===== config.mk =====
export PLATFORM = sky130hd
export DESIGN_NAME = uart_rx
export DESIGN_NICKNAME = d
export VERILOG_FILES = /design/src/rtl/uart_rx.sv
export SDC_FILE = /design/constraint.sdc
export NUM_CORES = 1
export LEC_CHECK = 0
export BUFFER_PORTS_ARGS = -buffer_cell sky130_fd_sc_hd__buf_4
export CORE_MARGIN = 2
export CORE_UTILIZATION = 40
export CTS_CLUSTER_SIZE = 12
export DETAILED_ROUTE_END_ITERATION = 16
export PLACE_DENSITY = 0.67
export SETUP_SLACK_MARGIN = 0.15
export SLEW_MARGIN = 20
export SYNTH_ARGS = -nofsm -noshare
export SYNTH_HDL_FRONTEND = slang
export SYNTH_SLANG_ARGS = --single-unit
export TNS_END_PERCENT = 1

===== constraint.sdc =====
create_clock -name clk -period 4.1 [get_ports clk]
set_input_delay 0.41 -clock clk [delete_from_list [all_inputs] [get_ports clk]]
set_output_delay 0.41 -clock clk [all_outputs]
set_load 0.01 [all_outputs]

===== src/rtl/uart_rx.sv =====
// UART receiver: start, 8 data bits LSB-first, parity, stop. Produces a byte with a
// one-cycle strobe and a parity/framing error flag. Sampling happens at mid-bit.
module uart_rx #(
    parameter int CLK_FREQUENCY = 100_000_000,
    parameter int BAUD_RATE     = 19_200,
    parameter int PARITY        = 1
) (
    input  logic       clk,
    input  logic       rst_n,
    input  logic       din,
    output logic [7:0] dout,
    output logic       busy,
    output logic       data_strobe,
    output logic       rx_error
);

    // state  | meaning
    // IDLE   | line idle, waiting for a falling edge on din_s
    // START  | validating the start bit at its midpoint
    // DATA   | sampling 8 data bits at mid-bit
    // PAR    | sampling the parity bit
    // STOP   | sampling the stop bit, then strobing the byte
    typedef enum logic [2:0] {
        S_IDLE,
        S_START,
        S_DATA,
        S_PAR,
        S_STOP
    } state_t;

    localparam int BAUD_CLOCKS = CLK_FREQUENCY / BAUD_RATE;
    localparam int HALF_CLOCKS = BAUD_CLOCKS / 2;
    localparam int CW          = $clog2(BAUD_CLOCKS + 1);
    localparam logic [CW-1:0] BAUD_LAST = CW'(BAUD_CLOCKS - 1);
    localparam logic [CW-1:0] HALF_LAST = CW'(HALF_CLOCKS - 1);

    state_t        state, state_next;
    logic [1:0]    sync_q;
    logic          din_s;
    logic [CW-1:0] baud_cnt;
    logic [2:0]    bit_cnt;
    logic [7:0]    shift_q;
    logic          par_q;
    logic          baud_term;
    logic          shift_en;
    logic          par_en;
    logic          frame_done;
    logic          parity_ok;

    assign din_s     = sync_q[1];
    assign busy      = (state != S_IDLE);
    assign parity_ok = ((^shift_q) ^ par_q) == (PARITY != 0);

    always_ff @(posedge clk or negedge rst_n) begin
        if (!rst_n) begin
            sync_q <= 2'b11;
        end else begin
            sync_q <= {sync_q[0], din};
        end
    end

    always_comb begin
        state_next = state;
        baud_term  = 1'b0;
        shift_en   = 1'b0;
        par_en     = 1'b0;
        frame_done = 1'b0;
        case (state)
            S_IDLE: begin
                if (!din_s) state_next = S_START;
            end
            S_START: begin
                baud_term = (baud_cnt == HALF_LAST);
                if (baud_term) state_next = din_s ? S_IDLE : S_DATA;
            end
            S_DATA: begin
                baud_term = (baud_cnt == BAUD_LAST);
                shift_en  = baud_term;
                if (baud_term && bit_cnt == 3'd7) state_next = S_PAR;
            end
            S_PAR: begin
                baud_term = (baud_cnt == BAUD_LAST);
                par_en    = baud_term;
                if (baud_term) state_next = S_STOP;
            end
            S_STOP: begin
                baud_term  = (baud_cnt == BAUD_LAST);
                frame_done = baud_term;
                if (baud_term) state_next = S_IDLE;
            end
            default: state_next = S_IDLE;
        endcase
    end

    always_ff @(posedge clk or negedge rst_n) begin
        if (!rst_n) begin
            state    <= S_IDLE;
            baud_cnt <= '0;
            bit_cnt  <= '0;
            shift_q  <= '0;
            par_q    <= 1'b0;
        end else begin
            state <= state_next;
            if (state == S_IDLE || state_next != state || baud_term) begin
                baud_cnt <= '0;
            end else begin
                baud_cnt <= baud_cnt + 1'b1;
            end
            if (state != S_DATA) begin
                bit_cnt <= '0;
            end else if (shift_en) begin
                bit_cnt <= bit_cnt + 1'b1;
            end
            // LSB-first: each new bit enters at the top and walks down
            if (shift_en) shift_q <= {din_s, shift_q[7:1]};
            if (par_en)   par_q   <= din_s;
        end
    end

    always_ff @(posedge clk or negedge rst_n) begin
        if (!rst_n) begin
            dout        <= '0;
            data_strobe <= 1'b0;
            rx_error    <= 1'b0;
        end else begin
            data_strobe <= frame_done;
            if (frame_done) begin
                dout     <= shift_q;
                rx_error <= !parity_ok || !din_s;
            end
        end
    end

endmodule


# Word-level counts from Yosys, hierarchy flattened
# Index checks and enable logic that the tools add are counted.
# Widths: inputs -> output; s select.
# totals
reg_bits	40
in_bits	3
output_inout_bits	11
elab_cells	46
# op_classes
add_sub_neg	2
n_eq_ne	9
muxes	14
n_bitwise	1
n_reduce_logical	11
# op_table
operator	n
$mux 3	7
$pmux 3 s5	1
$add 13x1->13 const B	1
$eq 13x12->1 const B	1
$eq 13x13->1 const B	1
$mux 13	1
$reduce_xor 8->1	1
$eq 3x2->1 const B	2
$eq 3x3->1 const B	2
$add 3x1->3 const B	1
$eq 3x1->1 const B	1
$logic_not 3->1	1
$logic_or 1x1->1	3
$mux 1	3
$ne 3x2->1 const B	1
$ne 3x3->1	1
$reduce_bool 3->1	1
$reduce_or 3->1	1
$logic_not 1->1	2
$mux 2	1
$pmux 1 s2	1
$reduce_bool 2->1	1
$logic_and 1x1->1	1
$xor 1x1->1	1

# Longest topological paths before layout
# Gate-level depths: netlist of run 1.
# depth
ltp_word	8
mapped_depth	6
mapped_depth_nobuf	5

# Least setup slack after synthesis of run 1
# Ideal clock, no wire load.
# synth_path
path_type	reg-to-reg
from	register baud_cnt[0]
to	register shift_q[0]
arrival_time_ps	1669
t_required_ps	3975
path_slack_ps	2306
path_stages_with_launch	7
n_path_buf	1
synth_period_minus_slack_ps	1794
path_cell_list	dfrtp_1 -> ha_1 -> and4bb_2 -> nand3_4 -> or2_1 -> buf_6 -> mux2_4
# synth_via
elab_chain_len	2
# synth_rtl
element	line	rtl
start: declaration	40	logic [CW-1:0] baud_cnt;
start signal: assignment	107	baud_cnt <= baud_cnt + 1'b1;
$eq 13x13->1	77	baud_term = (baud_cnt == BAUD_LAST);
$mux 1	68	case (state)
end signal: assignment	115	if (shift_en) shift_q <= {din_s, shift_q[7:1]};
end: declaration	42	logic [7:0] shift_q;
# No other way between the ends.
# A chain may end at the register's enable or synchronous reset.

# Worst setup path in the final report of run 1
# layout_path
from	register baud_cnt[0]
to	register baud_cnt[7]
# layout_via
elab_chain_len	8
elab_cells_between_ends	14
cone_classes	add/sub (1); eq/ne (3); mux (7); reduce/logical (3)
# layout_rtl
element	line	rtl
$eq 13x13->1	77, 82, 87	
$logic_and 1x1->1	79	if (baud_term && bit_cnt == 3'd7) state_next = S_PAR;
$mux 3	79	
$pmux 3 s5	68	
$ne 3x3->1	104	if (state == S_IDLE || state_next != state || baud_term) begin
$logic_or 1x1->1 (2 in a row)	104	
$mux 13 *	104	
# Mark *: on every way between the ends. The rest lies on a longest branch, timed or not.

==> results of run 1 <==
metal layers:
metal,GRT usage [%],wire [um],vias up
li1,-,-,577
met5,0,0,-
met2,20.3,1500,19
met1,17.8,1490,574
met3,3.45,111,6
met4,6.17,48,0
power breakdown:
part           internal, W  switching [W]    total, W  leakage (nW)
clock network     0.000137       0.000130    0.000267        0.0445
logic           0.00000150     0.00000718  0.00000868         0.428
registers         0.000396    0.000000876    0.000397         0.537
total             0.000534       0.000138    0.000673          1.01
cell usage in the layout (no fill, tap or decap), types with 2 or more instances in the layout:
cell type | Yosys | routed
and4bb_2 | 3 | 3
buf_4 | 1 | 14
clkbuf_8 | 0 | 6
dfrtp_1 | 38 | 38
dfstp_2 | 2 | 2
ha_1 | 3 | 3
inv_1 | 6 | 6
mux2_2 | 9 | 9
mux2_4 | 8 | 8
mux2i_1 | 2 | 2
nand2_1 | 5 | 5
nand3_1 | 6 | 6
nand4_1 | 4 | 4
nor2_1 | 8 | 8
nor3_1 | 14 | 14
nor3b_1 | 3 | 3
nor4_1 | 3 | 3
o21ai_0 | 3 | 3
xnor2_1 | 15 | 15
xor2_1 | 3 | 3
state kept, by name, summed over array words and instances, names as in the netlist, 2 cells and up:
register,cells
baud_cnt,13
bit_cnt,3
dout,8
shift_q,8
state,3
sync_q,2
per-stage QoR:
stage	instance area, um^2	cells
5_1_grt	2140	225
4_1_cts	2140	225
3_3_place_gp	2050	217
3_5_place_dp	2050	217
6_report	2140	225
2_1_floorplan	1910	153
final cells by class:
class / count / share of cell area [%]
Inverter: 6 / 1.05
Timing Repair Buffer: 14 / 4.90
Multi-Input combinational cell: 103 / 39.7
Clock buffer: 7 / 4.03
Sequential cell: 40 / 46.8
Clock inverter: 1 / 0.350
Tap cell: 54 / 3.15
worst reg2reg max path, cell delays in order, from the launching register on:
cell and delay, ns:
dfrtp_1 0.39, ha_1 0.25, and4bb_2 0.30, nand3_4 0.14
a211oi_2 0.70, nor3_1 0.15
cell families after synthesis:
logic type	Yosys count
AND/OR/NAND/NOR	55
XOR/XNOR	19
multiplexers	19
flip-flops	40
AO/OA/AOI/OAI	7
adder cells (fa/ha/maj)	3
buffers and inverters	10
path summary, 6_finish.rpt:
check,slack (ns),to,start
max in group asynchronous,3.66,sync_q[0],rst_n
setup reg to reg,2.01,baud_cnt[7],baud_cnt[0]
min in group clk,0.22,sync_q[0],din
setup / recovery,2.01,baud_cnt[7],baud_cnt[0]
hold reg to reg,0.36,sync_q[1],sync_q[0]
hold / removal,0.07,baud_cnt[9],rst_n
==> summary.md, run 1 <==
| Metric | Value |
|---|---|
| Largest family of logic cells by synthesized area | `simple AND/OR/NAND/NOR gates` |
| Dpl ws | `around 2 ns` |
| Period utilization | `between 50% and 60%` |
| Die span in y | `around 73 um` |
| CTS H-tree depth | `2` |
| Share of layout cells above drive strength 1 | `between 20% and 30%` |
| Final antenna diode count | `0` |
| Max Cap Violations | `0` |
| Fin crit period | `~2.1 ns` |
| Root buf cell | `clkbuf_8` |
| Via Count | `about 1200` |
| P&R area growth vs syn | `12.5%` |
| Mux contribution to synthesized area | `about an eighth` |
| Multi-input gate area in the final layout | `~850 um^2` |
| CORE AREA | `roughly 0.0047 mm^2` |
| Power density over the cells | `about 310 mW/mm^2` |
| DRC viols | `0` |
| Crit path max fanout | `13` |
| DP HPWL | `2260 um` |
| Post-synthesis xor/xnor area fraction | `9.45%` |
| Drt first pass iters | `4` |
| Synth Area in Adders | `1.97%` |
| Most instantiated cells after synthesis | `dfrtp_1, xnor2_1, nor3_1, mux2_2` |
| Largest net degree at the start of global routing | `about 40` |
| Syn Area/Cell | `12.5 um^2` |
| Starting density of the core | `a little over 40%` |
| Setup CP Type | `flop to flop` |
| CP max stage delay | `about 0.70 ns` |
| FILL cells | `approximately 420` |
| Sequential element share of the synthesized area | `a little over half` |
| Storage cell area | `about 0.001 mm^2` |
| Worst Max-Slew Pin Slew | `between 0.8 and 0.9 ns` |
| Crit-path cells | `ha_1, and4bb_2, nand3_4, a211oi_2, nor3_1` |
| Synth unique cells | `35` |
| Post-synthesis cell area | `~0.0019 mm^2` |
| Crit. path cell count | `5` |
| Die Span X | `~73 um` |
| Crit path DAT | `around 2.2 ns` |
| Detailed-route vias per instance | `5.23` |
| Setup Total Neg Slack | `0 ns` |
| Count leader, synth | `dfrtp_1` |
| Post-synth ARST share | `between 90% and 100%` |
| Latest clock arrival within the worst-skew pair | `~0.29 ns` |
| Worst EP required | `4.23 ns` |
| Hold Slack | `0.0695 ns` |
| Skew final | `0.00654 ns` |
| Final hold violations | `0` |
| Hold crit path type | `input port to asynchronous set/reset pin` |
| 1st-iter DRT viols | `63` |
| Initial antenna violation count | `0` |
| Row count | `25` |
| Vias in the first global route | `~1200` |
| Synthesized flop and latch total | `40` |
| Top cell type's share of synthesized area | `around half` |
| Fin worst setup slack | `2.01 ns` |
| Critical path's top delay family | `compound AO/OA/AOI/OAI gates` |
| Cell taking the most area after synthesis | `dfrtp_1` |
| CTS tree | `built` |
| Warnings from Yosys | `0` |
| Routability Congestion | `around 0.83` |
| Pleak | `1.01 nW` |
| Worst Path Buf+Inv | `0` |
| R2R depth | `5` |
| Syn Nets | `between 150 and 200` |
| Compound-Gate Fraction of Synth Area | `between 2 and 3%` |
| Final setup violation count | `0` |
| Routed wire length | `between 3000 and 4000 um` |
| Post-CTS Hold Buffers | `0` |
| Outcome | `complete, no violations` |
| Num Clock Sinks | `40` |
| Peak supply drop | `roughly 0.00022 V` |
| Clock slew at reported path FFs | `around 0.070 ns` |
| Slowest cell on crit path | `a211oi_2` |
| Port bufs | `13` |
| Grt total ovfl | `0` |
| Main area contributors after synthesis | `dfrtp_1, xnor2_1, mux2_4, mux2_2, nor3_1` |
| Gr usage total | `a little over an eighth` |
| I/O pins | `14` |
| Cts bufs inserted | `5` |
| First-pass GRT wire length | `roughly 5400 um` |
| Top FF cell, synth | `dfrtp_1` |
| Drt wl/cell | `14.0 um` |
| CP startpoint kind | `flop` |
| Post-cts resize count | `0` |
| Remaining antenna violation count after routing | `0` |
| Post-layout nets | `approximately 180` |
| Die area | `0.00534 mm^2` |
| Clk buf depth | `2` |
| Pins Over Slew Limit | `0` |
| Critical path capture point type | `flop` |
| Post-synth EDFFs | `0` |
| Power Total | `between 0.0006 and 0.0007 W` |
| Fmax | `about 480 MHz` |
| Post-CTS Setup Bufs | `0` |
| Final core utilization | `around 46%` |
| RSZ-0062 raised after global routing | `no` |
| Slew HR | `between 40% and 50%` |
| Post-Synth Simple-Gate Area | `between 10% and 20%` |
| Synthesized instance count | `between 150 and 200` |
No activity file was read; power rests on OpenSTA's default activity.
==> run 2, diff against run 1 <==
==> constraint.sdc (replaced) <==
create_clock -name clk -period 2 [get_ports clk]
set_input_delay 0.2 -clock clk [delete_from_list [all_inputs] [get_ports clk]]
set_output_delay 0.2 -clock clk [all_outputs]
set_load 0.01 [all_outputs]
==> run 2 against run 1 <==
Effect of this change:
- sequential cell count unchanged
- non-clock buffer count increased by 6
- global-route usage increased by 0.87 points
- clock-buffer cell count decreased by 1
- clock skew increased by 0.0013 ns
- combinational power increased by 150%
- largest power group unchanged
==> summary.md, run 2 (synthesized netlist as in run 1, its figures left out) <==
| Metric | Value |
|---|---|
| Critical path's top delay family | `simple AND/OR/NAND/NOR gates` |
| Num Clock Sinks | `40` |
| Fmax | `568 MHz` |
| Post-layout nets | `approximately 180` |
| Final setup violation count | `0` |
| RSZ-0062 raised after global routing | `yes` |
| Via Count | `approximately 1200` |
| Largest net degree at the start of global routing | `41` |
| CTS tree | `built` |
| Power density over the cells | `629 mW/mm^2` |
| Port bufs | `13` |
| Cts bufs inserted | `5` |
| Layout Cells excl Fill | `231` |
| Worst Path Buf+Inv | `0` |
| Fin crit period | `about 1.8 ns` |
| Fin worst setup slack | `approximately 0.24 ns` |
| Slew HR | `~66%` |
| Setup CP Type | `flop to flop` |
| Remaining antenna violation count after routing | `0` |
| Share of layout cells above drive strength 1 | `a little under a third` |
| Clock slew at reported path FFs | `around 0.08 ns` |
| Die span in y | `73.0 um` |
| Outcome | `complete, no violations` |
| Skew final | `between 0.007 and 0.008 ns` |
| CP startpoint kind | `flop` |
| Final antenna diode count | `0` |
| Crit-path cells | `ha_2, and4bb_2, nand3_4, or2_4, mux2_4` |
| Clk buf depth | `2` |
| DP HPWL | `2480 um` |
| Regs by FF count | `baud_cnt (13), dout (8), shift_q (8)` |
| CTS H-tree depth | `2` |
| Row count | `25` |
| Initial antenna violation count | `0` |
| CP max stage delay | `0.40 ns` |
| I/O pins | `14` |
| Worst Max-Slew Pin Slew | `0.508 ns` |
| Internal cell power | `roughly 0.0011 W` |
| 1st-iter DRT viols | `42` |
| Commonest non-fill, non-tap cell in the layout | `dfrtp_1` |
| Pleak | `between 1 and 1.5 nW` |
| Max FFs per register | `13` |
| Worst reg-to-reg setup slack | `0.24 ns` |
| Max Cap Violations | `0` |
| Post-CTS Setup Bufs | `0` |
| Latest clock arrival within the worst-skew pair | `roughly 0.29 ns` |
| Pins Over Slew Limit | `0` |
| Switch share | `between 20% and 30%` |
| Placed insts | `between 200 and 250` |
| Root buf cell | `clkbuf_8` |
| Peak supply drop | `around 0.00048 V` |
| Routability Congestion | `0.904` |
| Clock network fraction of design power | `40.0%` |
| Logic pwr share | `under 10%` |
| Crit path DAT | `between 1.5 and 2 ns` |
| Routed wire length | `about 3400 um` |
| Final hold violations | `0` |
| Hold crit path type | `flop to flop` |
| DRC viols | `0` |
| P&R area growth vs syn | `16.1%` |
| Slowest cell on crit path | `dfrtp_1` |
| Flop pwr share | `58.4%` |
| Detailed-route vias per instance | `approximately 5.3` |
| Drt first pass iters | `5` |
| Crit path max fanout | `9` |
| Setup Total Neg Slack | `0 ns` |
| Vias in the first global route | `1214` |
| Starting density of the core | `40.9%` |
| Die Span X | `73.0 um` |
| First-pass GRT wire length | `about 5700 um` |
| Dpl ws | `a little under 0.07 ns` |
| Critical path capture point type | `flop` |
| Grt total ovfl | `0` |
| Gr usage total | `~14%` |
| Most frequent cells in the layout | `dfrtp_1, buf_4, xnor2_1` |
| Sw Pwr | `0.000297 W` |
| Worst EP required | `2.17 ns` |
| Drt wl/cell | `14.7 um` |
| Period utilization | `88.0%` |
| CORE AREA | `0.00466 mm^2` |
| Die area | `roughly 0.0053 mm^2` |
| Most flops, register | `baud_cnt` |
-- run 2: cell types whose count changed in the layout (fill, tap and decap cells not counted), sizes merged --
cell         change
clkinvlp         +1
buf              +4
clkbuf           -1
dlygate4sd3      +2
-- run 2: metrics by stage --
step / hold slack [ns] / power (W) / cell area, um^2 / utilization [%]
after detailed placement: 0.201 / 0.000849 / 2080 / 44.6
after CTS: 0.00316 / 0.00141 / 2190 / 47.0
after global placement: 0.193 / 0.000848 / 2080 / 44.6
after floorplan: -0.0956 / 0.000830 / 1910 / -
after global routing: 0.363 / 0.00145 / 2210 / 47.5
final: 0.361 / 0.00139 / 2210 / 47.5
-- run 2: per-layer routing --
metal / global-route usage [%] / vias to the layer above / routed length, um
met5: 0 / - / 0
met4: 6.17 / 0 / 50
met3: 3.87 / 7 / 152
met2: 22.1 / 22 / 1630
met1: 18.6 / 610 / 1550
li1: - / 590 / -
-- run 2: path summary, 6_finish.rpt --
check | startpoint | end | cells after the start
worst min register to register | sync_q[0] | sync_q[1] | 0
worst min-delay path | sync_q[0] | sync_q[1] | 0
worst max-delay path | baud_cnt[0] | shift_q[1] | 5
min in group asynchronous | rst_n | baud_cnt[5] | 2
max in group asynchronous | rst_n | sync_q[1] | 2
worst max register to register | baud_cnt[0] | shift_q[1] | 5
-- run 2: what timing repair did --
action	in CTS	in global routing
endpoints found under the setup margin	11	26
gates resized for setup	2	4
hold buffers	1	1
hold endpoints to repair	38	1
pin swaps	0	0
-- run 2: layout make-up --
| type | instances | area (um^2) |
|---|---|---|
| inverter | 6 | 22.5 |
| multi-input combinational | 103 | 863 |
| fill | 435 | 2450 |
| clock inverter | 2 | 15.0 |
| sequential | 40 | 1000 |
| clock buffer | 6 | 82.6 |
| tap | 54 | 67.6 |
| timing repair buffer | 20 | 159 |
-- run 2: power groups by stage --
stage          Clock [W]  Sequential, W  Combinational [W]
3_5_place_dp           0       0.000830          0.0000193
5_1_grt         0.000614       0.000814          0.0000252
2_1_floorplan          0       0.000829        0.000000563
3_3_place_gp           0       0.000830          0.0000188
6_report        0.000558       0.000814          0.0000215
4_1_cts         0.000574       0.000814          0.0000213
-- run 2: worst reg2reg max path, cell delays in order, from the launching register on --
cell,delay [ns]
dfrtp_1,0.40
ha_2,0.23
and4bb_2,0.29
nand3_4,0.07
or2_4,0.33
mux2_4,0.32
